<file path="config.mk">
export PLATFORM = sky130hd
export DESIGN_NAME = fpu_issue_scheduler
export DESIGN_NICKNAME = d
export VERILOG_FILES = /design/src/rtl/fpu_issue_scheduler.sv
export SDC_FILE = /design/constraint.sdc
export NUM_CORES = 1
export LEC_CHECK = 0
export CAP_MARGIN = 20
export CORE_MARGIN = 1.5
export CORE_UTILIZATION = 45
export DETAILED_ROUTE_END_ITERATION = 7
export DONT_BUFFER_PORTS = 1
export SETUP_SLACK_MARGIN = 0.2
export SLEW_MARGIN = 10
export SYNTH_ARGS = -nofsm -noshare
export SYNTH_HDL_FRONTEND = slang
export SYNTH_SLANG_ARGS = --single-unit
</file>
<file path="constraint.sdc">
create_clock -name clk -period 2.6 [get_ports clk]
set_input_delay 0.52 -clock clk [delete_from_list [all_inputs] [get_ports clk]]
set_output_delay 0.52 -clock clk [all_outputs]
set_load 0.1 [all_outputs]
</file>
<file path="src/rtl/fpu_issue_scheduler.sv">
// FPU issue scheduler: scoreboard, writeback reservation and divider occupancy.
// Issues one decoded FP instruction per cycle when no hazard is present.
module fpu_issue_scheduler #(
    parameter int ASIZE   = 5,
    parameter int NREG    = 32,
    parameter int ADD_LAT = 2,
    parameter int MUL_LAT = 3,
    parameter int DIV_LAT = 8
) (
    input  logic             clk,
    input  logic             rst_n,
    input  logic             in_valid,
    input  logic [3:0]       in_flags,
    input  logic [ASIZE-1:0] in_rs,
    input  logic [ASIZE-1:0] in_rt,
    input  logic [ASIZE-1:0] in_rd,
    output logic             in_ready,
    output logic             issue_valid,
    output logic [1:0]       issue_unit,
    output logic             issue_sub,
    output logic [ASIZE-1:0] issue_rd,
    output logic             wb_valid,
    output logic [ASIZE-1:0] wb_rd,
    output logic             div_busy,
    output logic             err_illegal
);

    localparam int CW = $clog2(DIV_LAT + 1);

    logic [NREG-1:0]                 pending_q, pending_d;
    logic [DIV_LAT-1:0]              res_v_q, res_v_d;
    logic [DIV_LAT-1:0][ASIZE-1:0]   res_rd_q, res_rd_d;
    logic [CW-1:0]                   div_cnt_q, div_cnt_d;
    logic                            iss_v_q, iss_v_d;
    logic [1:0]                      iss_unit_q, iss_unit_d;
    logic                            iss_sub_q, iss_sub_d;
    logic [ASIZE-1:0]                iss_rd_q, iss_rd_d;
    logic                            err_q, err_d;

    logic             legal;
    logic             is_mul;
    logic             is_div;
    logic [DIV_LAT:0] res_pad;
    logic             data_haz;
    logic             wb_conf;
    logic             struct_haz;
    logic             acc;
    logic             acc_ok;

    assign legal  = (in_flags != 4'd0) &&
                    ((in_flags & (in_flags - 4'd1)) == 4'd0);
    assign is_mul = in_flags[2];
    assign is_div = in_flags[3];

    // Index L of the padded vector is the slot that would emit in t+L.
    assign res_pad = {1'b0, res_v_q};

    assign data_haz   = pending_q[in_rs] | pending_q[in_rt] | pending_q[in_rd];
    assign wb_conf    = is_div ? res_pad[DIV_LAT] :
                        is_mul ? res_pad[MUL_LAT] : res_pad[ADD_LAT];
    assign struct_haz = is_div & div_busy;

    assign in_ready = rst_n & (~legal | ~(data_haz | wb_conf | struct_haz));
    assign acc      = in_valid & in_ready;
    assign acc_ok   = acc & legal;

    always_comb begin
        pending_d  = pending_q;
        res_v_d    = '0;
        res_rd_d   = '0;
        div_cnt_d  = div_cnt_q;
        iss_v_d    = 1'b0;
        iss_unit_d = 2'd0;
        iss_sub_d  = 1'b0;
        iss_rd_d   = '0;
        err_d      = acc & ~legal;

        for (int i = 0; i < DIV_LAT - 1; i++) begin
            res_v_d[i]  = res_v_q[i+1];
            res_rd_d[i] = res_rd_q[i+1];
        end

        if (div_cnt_q != '0)
            div_cnt_d = div_cnt_q - CW'(1);

        if (res_v_q[0])
            pending_d[res_rd_q[0]] = 1'b0;

        if (acc_ok) begin
            pending_d[in_rd] = 1'b1;
            iss_v_d  = 1'b1;
            iss_rd_d = in_rd;
            unique case (1'b1)
                is_div: begin
                    iss_unit_d           = 2'd2;
                    div_cnt_d            = CW'(DIV_LAT);
                    res_v_d[DIV_LAT-1]   = 1'b1;
                    res_rd_d[DIV_LAT-1]  = in_rd;
                end
                is_mul: begin
                    iss_unit_d           = 2'd1;
                    res_v_d[MUL_LAT-1]   = 1'b1;
                    res_rd_d[MUL_LAT-1]  = in_rd;
                end
                default: begin
                    iss_sub_d            = in_flags[1];
                    res_v_d[ADD_LAT-1]   = 1'b1;
                    res_rd_d[ADD_LAT-1]  = in_rd;
                end
            endcase
        end
    end

    always_ff @(posedge clk or negedge rst_n) begin
        if (!rst_n) begin
            pending_q  <= '0;
            res_v_q    <= '0;
            res_rd_q   <= '0;
            div_cnt_q  <= '0;
            iss_v_q    <= 1'b0;
            iss_unit_q <= 2'd0;
            iss_sub_q  <= 1'b0;
            iss_rd_q   <= '0;
            err_q      <= 1'b0;
        end else begin
            pending_q  <= pending_d;
            res_v_q    <= res_v_d;
            res_rd_q   <= res_rd_d;
            div_cnt_q  <= div_cnt_d;
            iss_v_q    <= iss_v_d;
            iss_unit_q <= iss_unit_d;
            iss_sub_q  <= iss_sub_d;
            iss_rd_q   <= iss_rd_d;
            err_q      <= err_d;
        end
    end

    assign issue_valid = iss_v_q;
    assign issue_unit  = iss_unit_q;
    assign issue_sub   = iss_sub_q;
    assign issue_rd    = iss_rd_q;
    assign wb_valid    = res_v_q[0];
    assign wb_rd       = res_v_q[0] ? res_rd_q[0] : '0;
    assign div_busy    = (div_cnt_q != '0);
    assign err_illegal = err_q;

endmodule

</file>
Word-level counts from Yosys, hierarchy flattened
Index checks and enable logic that the tools add are counted.
{ "word_totals": {"out_inout_bits": 18, "wordCells": 81, "input_bits": 22, "regBits": 94} }
{ "classes": {"reduce_logical": 7, "mux": 34, "n_bitwise": 16, "n_addsub": 2, "n_lt_le_gt_ge": 6} }
{ "ops": {"columns": ["op", "count"], "rows": [
  ["32-bit 2-to-1 mux", 2],
  ["32-bit AND", 1],
  ["32-bit inverter", 1],
  ["32-bit bitwise OR", 1],
  ["5-bit 2-to-1 mux", 6],
  ["5-bit by 6-bit < comparator with 1-bit output, second input constant", 4],
  ["1-bit binary-select mux with 5-bit select", 3],
  ["1-bit 2-to-1 mux", 14],
  ["4-bit 2-to-1 mux", 3],
  ["1-bit demux with 5-bit select", 2],
  ["5-bit by 1-bit greater-or-equal comparator with 1-bit output, second input constant", 2],
  ["10-bit 2-to-1 mux", 1],
  ["4-bit nonzero test", 2],
  ["4-bit by 1-bit subtractor with 4-bit output, second input constant", 2],
  ["1-bit AND", 5],
  ["1-bit bitwise OR", 5],
  ["4-bit AND", 1],
  ["4-bit logical NOT", 1],
  ["2-bit 2-to-1 mux", 2],
  ["2-bit one-hot mux with 2 select lines", 1],
  ["1-bit logical AND", 3],
  ["1-bit inverter", 2],
  ["2-bit OR reduction", 1]
]} }

Depth between registers and ports, before layout
Gate-level depths: netlist of the first run.
{ "logic_depth": {"ltp_word": 12, "mapped_depth": 10, "mapped_depth_nobuf": 8} }

Worst setup path after synthesis of the first run
No wires, ideal clock.
{ "synth_path": {"kind": "reg2out", "startpoint": "register div_cnt_q[0]", "endpoint": "output in_ready", "setup_slack_ns": -0.785, "arrival_time_ns": 2.865, "required_time_ns": 2.080, "path_stages_with_launch": 8, "cell_sequence": "dfrtp_1 -> inv_1 -> ha_1 -> nand2_1 -> a221oi_4 -> nand3_1 -> nor4_1 -> o21a_1"} }
{ "synth_via": {"elab_chain_cells": 6} }
{ "synth_rtl": {"columns": ["item", "line_no", "text"], "rows": [
  ["start: declaration", "33", "logic [CW-1:0] div_cnt_q, div_cnt_d;"],
  ["start signal: assignment", "129", "div_cnt_q <= div_cnt_d;"],
  ["4-bit nonzero test", "144", "assign div_busy = (div_cnt_q != '0);"],
  ["named net div_busy", "24", "output logic div_busy,"],
  ["1-bit AND", "61", "assign struct_haz = is_div & div_busy;"],
  ["1-bit bitwise OR", "63", "assign in_ready = rst_n & (~legal | ~(data_haz | wb_conf | struct_haz));"],
  ["1-bit inverter", "63", null],
  ["1-bit bitwise OR", "63", null],
  ["1-bit AND", "63", null],
  ["end: declaration", "17", "output logic in_ready,"]
]} }
The timed path passes the listed nets, and every way through them passes these cells.

Worst setup path in the final report of the first run
{ "layout_path": {"startpoint": "register pending_q[6]", "endpoint": "output in_ready"} }
{ "layout_via": {"elab_chain_cells": 9, "elab_cells_between_ends": 13} }
{ "layout_rtl": {"columns": ["item", "line_no", "text"], "rows": [
  ["start: declaration", "30", "logic [NREG-1:0] pending_q, pending_d;"],
  ["start signal: assignment", "126", "pending_q <= pending_d;"],
  ["1-bit binary-select mux with 5-bit select", "58", "assign data_haz = pending_q[in_rs] | pending_q[in_rt] | pending_q[in_rd];"],
  ["1-bit 2-to-1 mux (implied by the code)", "58", null],
  ["1-bit bitwise OR", "58", null],
  ["1-bit bitwise OR *", "58", null],
  ["1-bit bitwise OR * (2 in series)", "63", null],
  ["1-bit inverter *", "63", null],
  ["1-bit bitwise OR *", "63", null],
  ["1-bit AND *", "63", null]
]} }
Every way passes the cells marked *; elsewhere a longest branch is shown, timed or not. The select of a mux whose other input is x is not followed.

==> results.ini, run 1 <==
[critical_path]
worst_ep_required_time_ns=2.08
crit_fanout=4
end_kind=output pin
startpoint_type=flip-flop
cp.arrival_ns=2.41
reg2reg_depth=8
worstSetupPathType=reg2out

[route]
drt-initial-drc-count=377
wl_per_cell_um=23.60
drtPass1Iterations=6
drc=0
vias_per_cell=6.342
final_antenna_net_count=0
vias=3463
wirelength_um=12880

[power]
powerDensity_nw_per_um2=506.6
power_uw=2933
power.leakage_uw=0.002288
peakVddDrop_mv=0.3824

[timing]
finalCritPeriodShare_pct=112.6
whs_ns=-0.1619
skew_ns=0.01101
tightest_slew_ns=0.9018
drv_slew=0
fin_ws_ns=-0.3267
fin_crit_ns=2.927
rsz0062_at_grt=true
setup_violations=60
maxSlewHeadroom_pct=39.73
hold_violations=94
fmax_mhz=341.7

[clocking]
cts_tree=yes
cts_made_buffers=9
cts-root-buf=clkbuf_8
h-tree-depth=3
cts.sinks=94
clk_pin_slew_ns=0.10
cts_max_path_buffers=2
worstSkewPairLatency_ns=0.36

[yosys]
yosys_most_used_dff=dfrtp_1
syn_inst=381
synth-seq-cells=94
ys_warn_count=0
netlist-cell-type-count=46
syn_area_sq_um=4387
yosysTopAreaCellShare_pct=53.62
async_reset_ff_share_pct=100.0
synth_nets=404
synth-seq-area-share_pct=53.62
synth_area_per_cell_sq_um=11.51
synth_edf_count=0
yosys.area.top_type=dfrtp_1
netlist_top_cells_area=dfrtp_1 (54%), mux4_2 (5.6%), o31ai_1 (5.5%)

[layout]
fillCellCount=716
fin_nets=435
drive_above_1_share_pct=36.45
num_antenna_cells=0
syn2layout_area_growth_pct=32.00

[floorplan]
die_x_um=101.7
initial_core_util_pct=47.03
die-area_sq_um=10350
io_pins=40
die_h_um=101.7
core_sq_um=9328
rows=35

[placement]
portBuffers=0
place.gp.congestion=0.9150
dp_hpwl_um=7467

[global_route]
grt_pass1_vias=3529
grt_pass1_wl_um=18890
grt_usage_pct=24.83
grt_max_degree=98
antenna_found_initial=0
grt_remaining_overflow=0

[status]
status=finished, violations left
violations=negative hold slack, negative setup slack

[hold_path]
hp-class=in2async

[job]
maxCapViolCount=0

area by class of cell:
type	count	area [sq um]	area share, %
clock buffer	9	123.9	2.139
clock inverter	7	77.57	1.340
inverter	15	68.82	1.188
multi-input combinational	247	2459	42.46
sequential	94	2354	40.64
tap	129	161.4	2.787
timing repair buffer	45	546.8	9.443
metal layers:
layer | share of wire [%] | global-route usage (%)
met4 | 3.3 | 8.333
met3 | 9.7 | 6.901
met1 | 38 | 32.61
met2 | 49 | 39.90
met5 | 0 | 0
worst max-delay path, stage by stage, from the launching register on:
cell and delay [ns]:
dfrtp_1 0.46, mux4_2 0.52, a221oi_4 0.32, nand3_4 0.12, nor4_4 0.29, o21a_4 0.17
buf_12 0.16
synth_stat cells (2+ instances only):
library cell / number
nand2b_1: 5
and2_1: 7
clkbuf_1: 9
nor2_1: 20
o2111ai_1: 4
nor4_1: 3
mux2i_1: 23
buf_6: 6
o31ai_1: 32
nor3_1: 7
nand2_1: 20
nand4_1: 6
nor2b_1: 4
or4_1: 4
buf_2: 8
a2bb2oi_1: 2
dfrtp_1: 94
a22oi_1: 5
a21oi_1: 4
mux2_2: 13
nor4b_1: 2
inv_1: 14
o21ai_0: 34
or3b_2: 2
nand3b_1: 4
mux4_2: 11
nand3_1: 19
power breakdown:
part	internal, uW	switching [uW]	total (uW)
sequential	1500	30.9	1530
combinational	154	257	411
clock	457	539	996
total	2110	827	2930
cells in the final DEF (no fill, tap or decap), types with 5 or more instances in the layout:
cell type  synthesis  routed
mux2i_1           23      23
dfrtp_1           94      93
clkbuf_8           0       9
buf_4              1      26
mux4_2            11      11
and2_1             7       6
mux2_2            13      13
o31ai_4            0      30
buf_6              6       9
nand2_1           20      19
o21ai_0           34      34
nor2_1            20      12
inv_1             14      14
nand3_1           19      18
a22oi_1            5       5
buf_16             0       6
nor2_4             0       7
nand4_1            6       6
stage by stage:
| step | setup WS (ns) | instances | TNS, ns | cell area [sq um] | utilization [%] |
|---|---|---|---|---|---|
| floorplan | -0.01313 | 381 | -0.01313 | 4482 | - |
| global route | -0.4149 | 546 | -10.19 | 5791 | 62.08 |
| CTS | -0.2571 | 538 | -3.962 | 5391 | 57.80 |
| global placement | -0.05415 | 502 | -0.3903 | 4602 | 49.34 |
| finish | -0.3267 | 546 | -6.649 | 5791 | 62.08 |
| detailed placement | -0.05696 | 502 | -0.4966 | 4602 | 49.34 |
logic make-up after synthesis:
kind of cell               synth area share (%)
buffers and inverters                     4.763
DFF                                       53.62
muxes                                     14.23
AOI/OAI and AO/OA                         13.69
and+or+nand+nor                           13.01
adders and majority gates                0.2852
xor gates and xnor gates                 0.3994
path summary, 6_finish.rpt:
| kind | startpoint | endpoint | slack (ns) |
|---|---|---|---|
| max in group asynchronous | rst_n | pending_q[10]$_DFF_PN0_ | 2.60 |
| worst max register to register | pending_q[11]$_DFF_PN0_ | pending_q[3]$_DFF_PN0_ | -0.18 |
| worst min-delay path | rst_n | div_cnt_q[1]$_DFF_PN0_ | -0.16 |
| worst min register to register | res_v_q[5]$_DFF_PN0_ | res_v_q[4]$_DFF_PN0_ | 0.34 |
| min in group clk | in_flags[3] | div_cnt_q[1]$_DFF_PN0_ | 0.22 |
| worst max-delay path | pending_q[6]$_DFF_PN0_ | in_ready | -0.33 |
flip-flops by register name, indices dropped and copies added (netlist names):
signal	cells
div_cnt_q	4
err_illegal	1
issue_rd	5
issue_sub	1
issue_unit	2
issue_valid	1
pending_q	32
res_rd_d	25
res_rd_q	15
res_v_q	8
timing repair:
action | 4_1_cts | 5_1_grt
setup endpoints to repair | 49 | 62
gates cloned | 6 | 1
hold endpoints to repair | 94 | 94
resized for setup | 63 | 52
setup buffers | 14 | 7
pin swaps | 15 | 4
(Power assumes the default switching activity.)
==> inputs of run 2 (changes only) <==
PLACE_DENSITY_LB_ADDON = 0.15   (was unset)
==> run 2 against run 1 <==
Clock power fell by 4.8%. The flow still finishes with violations (negative hold slack, negative setup slack). Routed wire length is 0.67% lower. Maximum frequency grew 0.57%. Combinational power about the same. Final cell count unchanged. Global-route usage is 0.74 points higher. Sequential power about the same. First-iteration DRC count decreased by 1.9%. Highest routed layer unchanged. Die area did not move. Critical path type unchanged. Via count rose by 1.9%. Total power fell by 1.5%.
==> results.ini, run 2 (synthesis gave the netlist of run 1 again) <==
[layout]
largest_register_ffs=32
drive_above_1_share_pct=36.69
fin_util_pct=62.08
num_antenna_cells=0
fin_area_sq_um=5791
syn2layout_area_growth_pct=32.00
fin_nets=435
layout_commonest_cell=dfrtp_1
largest-register=pending_q
final_cell_mix=dfrtp_1 (93), o21ai_0 (34), o31ai_4 (32)
layout.cells.non_filler=546

[floorplan]
io_pins=40
initial_core_util_pct=47.03
die_h_um=101.7
die-area_sq_um=10350
core_sq_um=9328
die_x_um=101.7
rows=35

[global_route]
grt_pass1_wl_um=19440
grt_remaining_overflow=0
grt_pass1_vias=3552
antenna_found_initial=0
grt_max_degree=98
grt_usage_pct=25.56

[clocking]
cts.sinks=94
cts_made_buffers=9
worstSkewPairLatency_ns=0.37
cts-root-buf=clkbuf_8
h-tree-depth=3
clk_pin_slew_ns=0.11
cts_tree=yes
cts_max_path_buffers=2

[timing]
finalCritPeriodShare_pct=111.9
fin_ws_ns=-0.3101
drv_slew=0
whs_ns=-0.1684
maxSlewHeadroom_pct=37.61
rsz0062_at_grt=true
fmax_mhz=343.6
hold_violations=94
setup_violations=59
tightest_slew_ns=0.9335
fin_crit_ns=2.910
skew_ns=0.01675

[power]
p_clk_share_pct=32.8
p_int_uw=2026
powerDensity_nw_per_um2=499.0
power.leakage_uw=0.002301
p_sw_uw=863.2
peakVddDrop_mv=0.3736
seq_power_share_pct=52.9
p_sw_share_pct=29.88
combPwrFrac_pct=14.3

[placement]
placed_area_sq_um=4602
dp_slack_ns=-0.04606
dp_cells=502
dp_hpwl_um=7484
place.gp.congestion=0.9151
portBuffers=0

[route]
wl_per_cell_um=23.44
drtPass1Iterations=5
vias=3528
final_antenna_net_count=0
wirelength_um=12800
drt-initial-drc-count=370
drc=0
vias_per_cell=6.462

[status]
violations=negative hold slack, negative setup slack
status=finished, violations left

[hold_path]
hp-class=in2async

[critical_path]
end_kind=output pin
reg2reg_slack_ns=-0.23
startpoint_type=flip-flop
regToRegEndpoint=pending_q[7]$_DFF_PN0_
worst_ep_required_time_ns=2.08
worstSetupPathType=reg2out
crit_fanout=5
cp.arrival_ns=2.39
setup.worst_path.start=pending_q[31]$_DFF_PN0_
reg2reg_depth=9
rr_startpoint=pending_q[22]$_DFF_PN0_

[job]
maxCapViolCount=0

[run 2: per-stage QoR]
step                total power, uW  setup TNS [ns]  hold WS, ns
finish                         2889          -9.321      -0.1684
global route                   3010          -11.83      -0.2019
CTS                            2881          -2.570      -0.1839
detailed placement             1883         -0.2842       0.2272
global placement               1879         -0.1681       0.2263
floorplan                      1847        -0.01313       0.2244
[run 2: worst max-delay path, stage by stage (launching register included)]
cell and delay, ns:
dfrtp_1 0.46, mux4_2 0.53, nand3_1 0.15, a31oi_2 0.22, nor4_4 0.35, o21a_4 0.16, buf_12 0.16
[run 2: worst max path at each step]
stage / to
floorplan: in_ready
CTS: in_ready
global placement: res_rd_d[0]$_DFF_PN0_
global route: in_ready
finish: in_ready
detailed placement: res_rd_d[0]$_DFF_PN0_
[run 2: power by group through the flow]
stage          Combinational (uW)  Clock (uW)  Sequential, uW
2_1_floorplan                 296           0            1550
3_3_place_gp                  324           0            1560
3_5_place_dp                  326           0            1560
4_1_cts                       389         964            1530
5_1_grt                       444        1030            1530
6_report                      413         948            1530
[run 2: per-layer routing]
metal,vias up,routed length [um],track usage [%]
met4,0,419,9.722
met2,198,6101,39.23
met1,1812,5107,34.42
li1,1476,-,-
met5,-,0,0
met3,42,1170,7.522
[run 2: layout make-up]
| class | instances | area [sq um] |
|---|---|---|
| Inverter | 15 | 68.82 |
| Clock inverter | 7 | 67.56 |
| Fill cell | 743 | 3537 |
| Clock buffer | 9 | 123.9 |
| Timing Repair Buffer | 45 | 544.3 |
| Tap cell | 129 | 161.4 |
| Sequential cell | 94 | 2354 |
| Multi-Input combinational cell | 247 | 2471 |
[run 2: timing repair]
action	in CTS	in global routing
gates cloned	4	3
hold endpoints to repair	94	94
resized for setup	73	41
buffers inserted	17	4
endpoints found under the setup margin	48	63
pin swaps	16	7
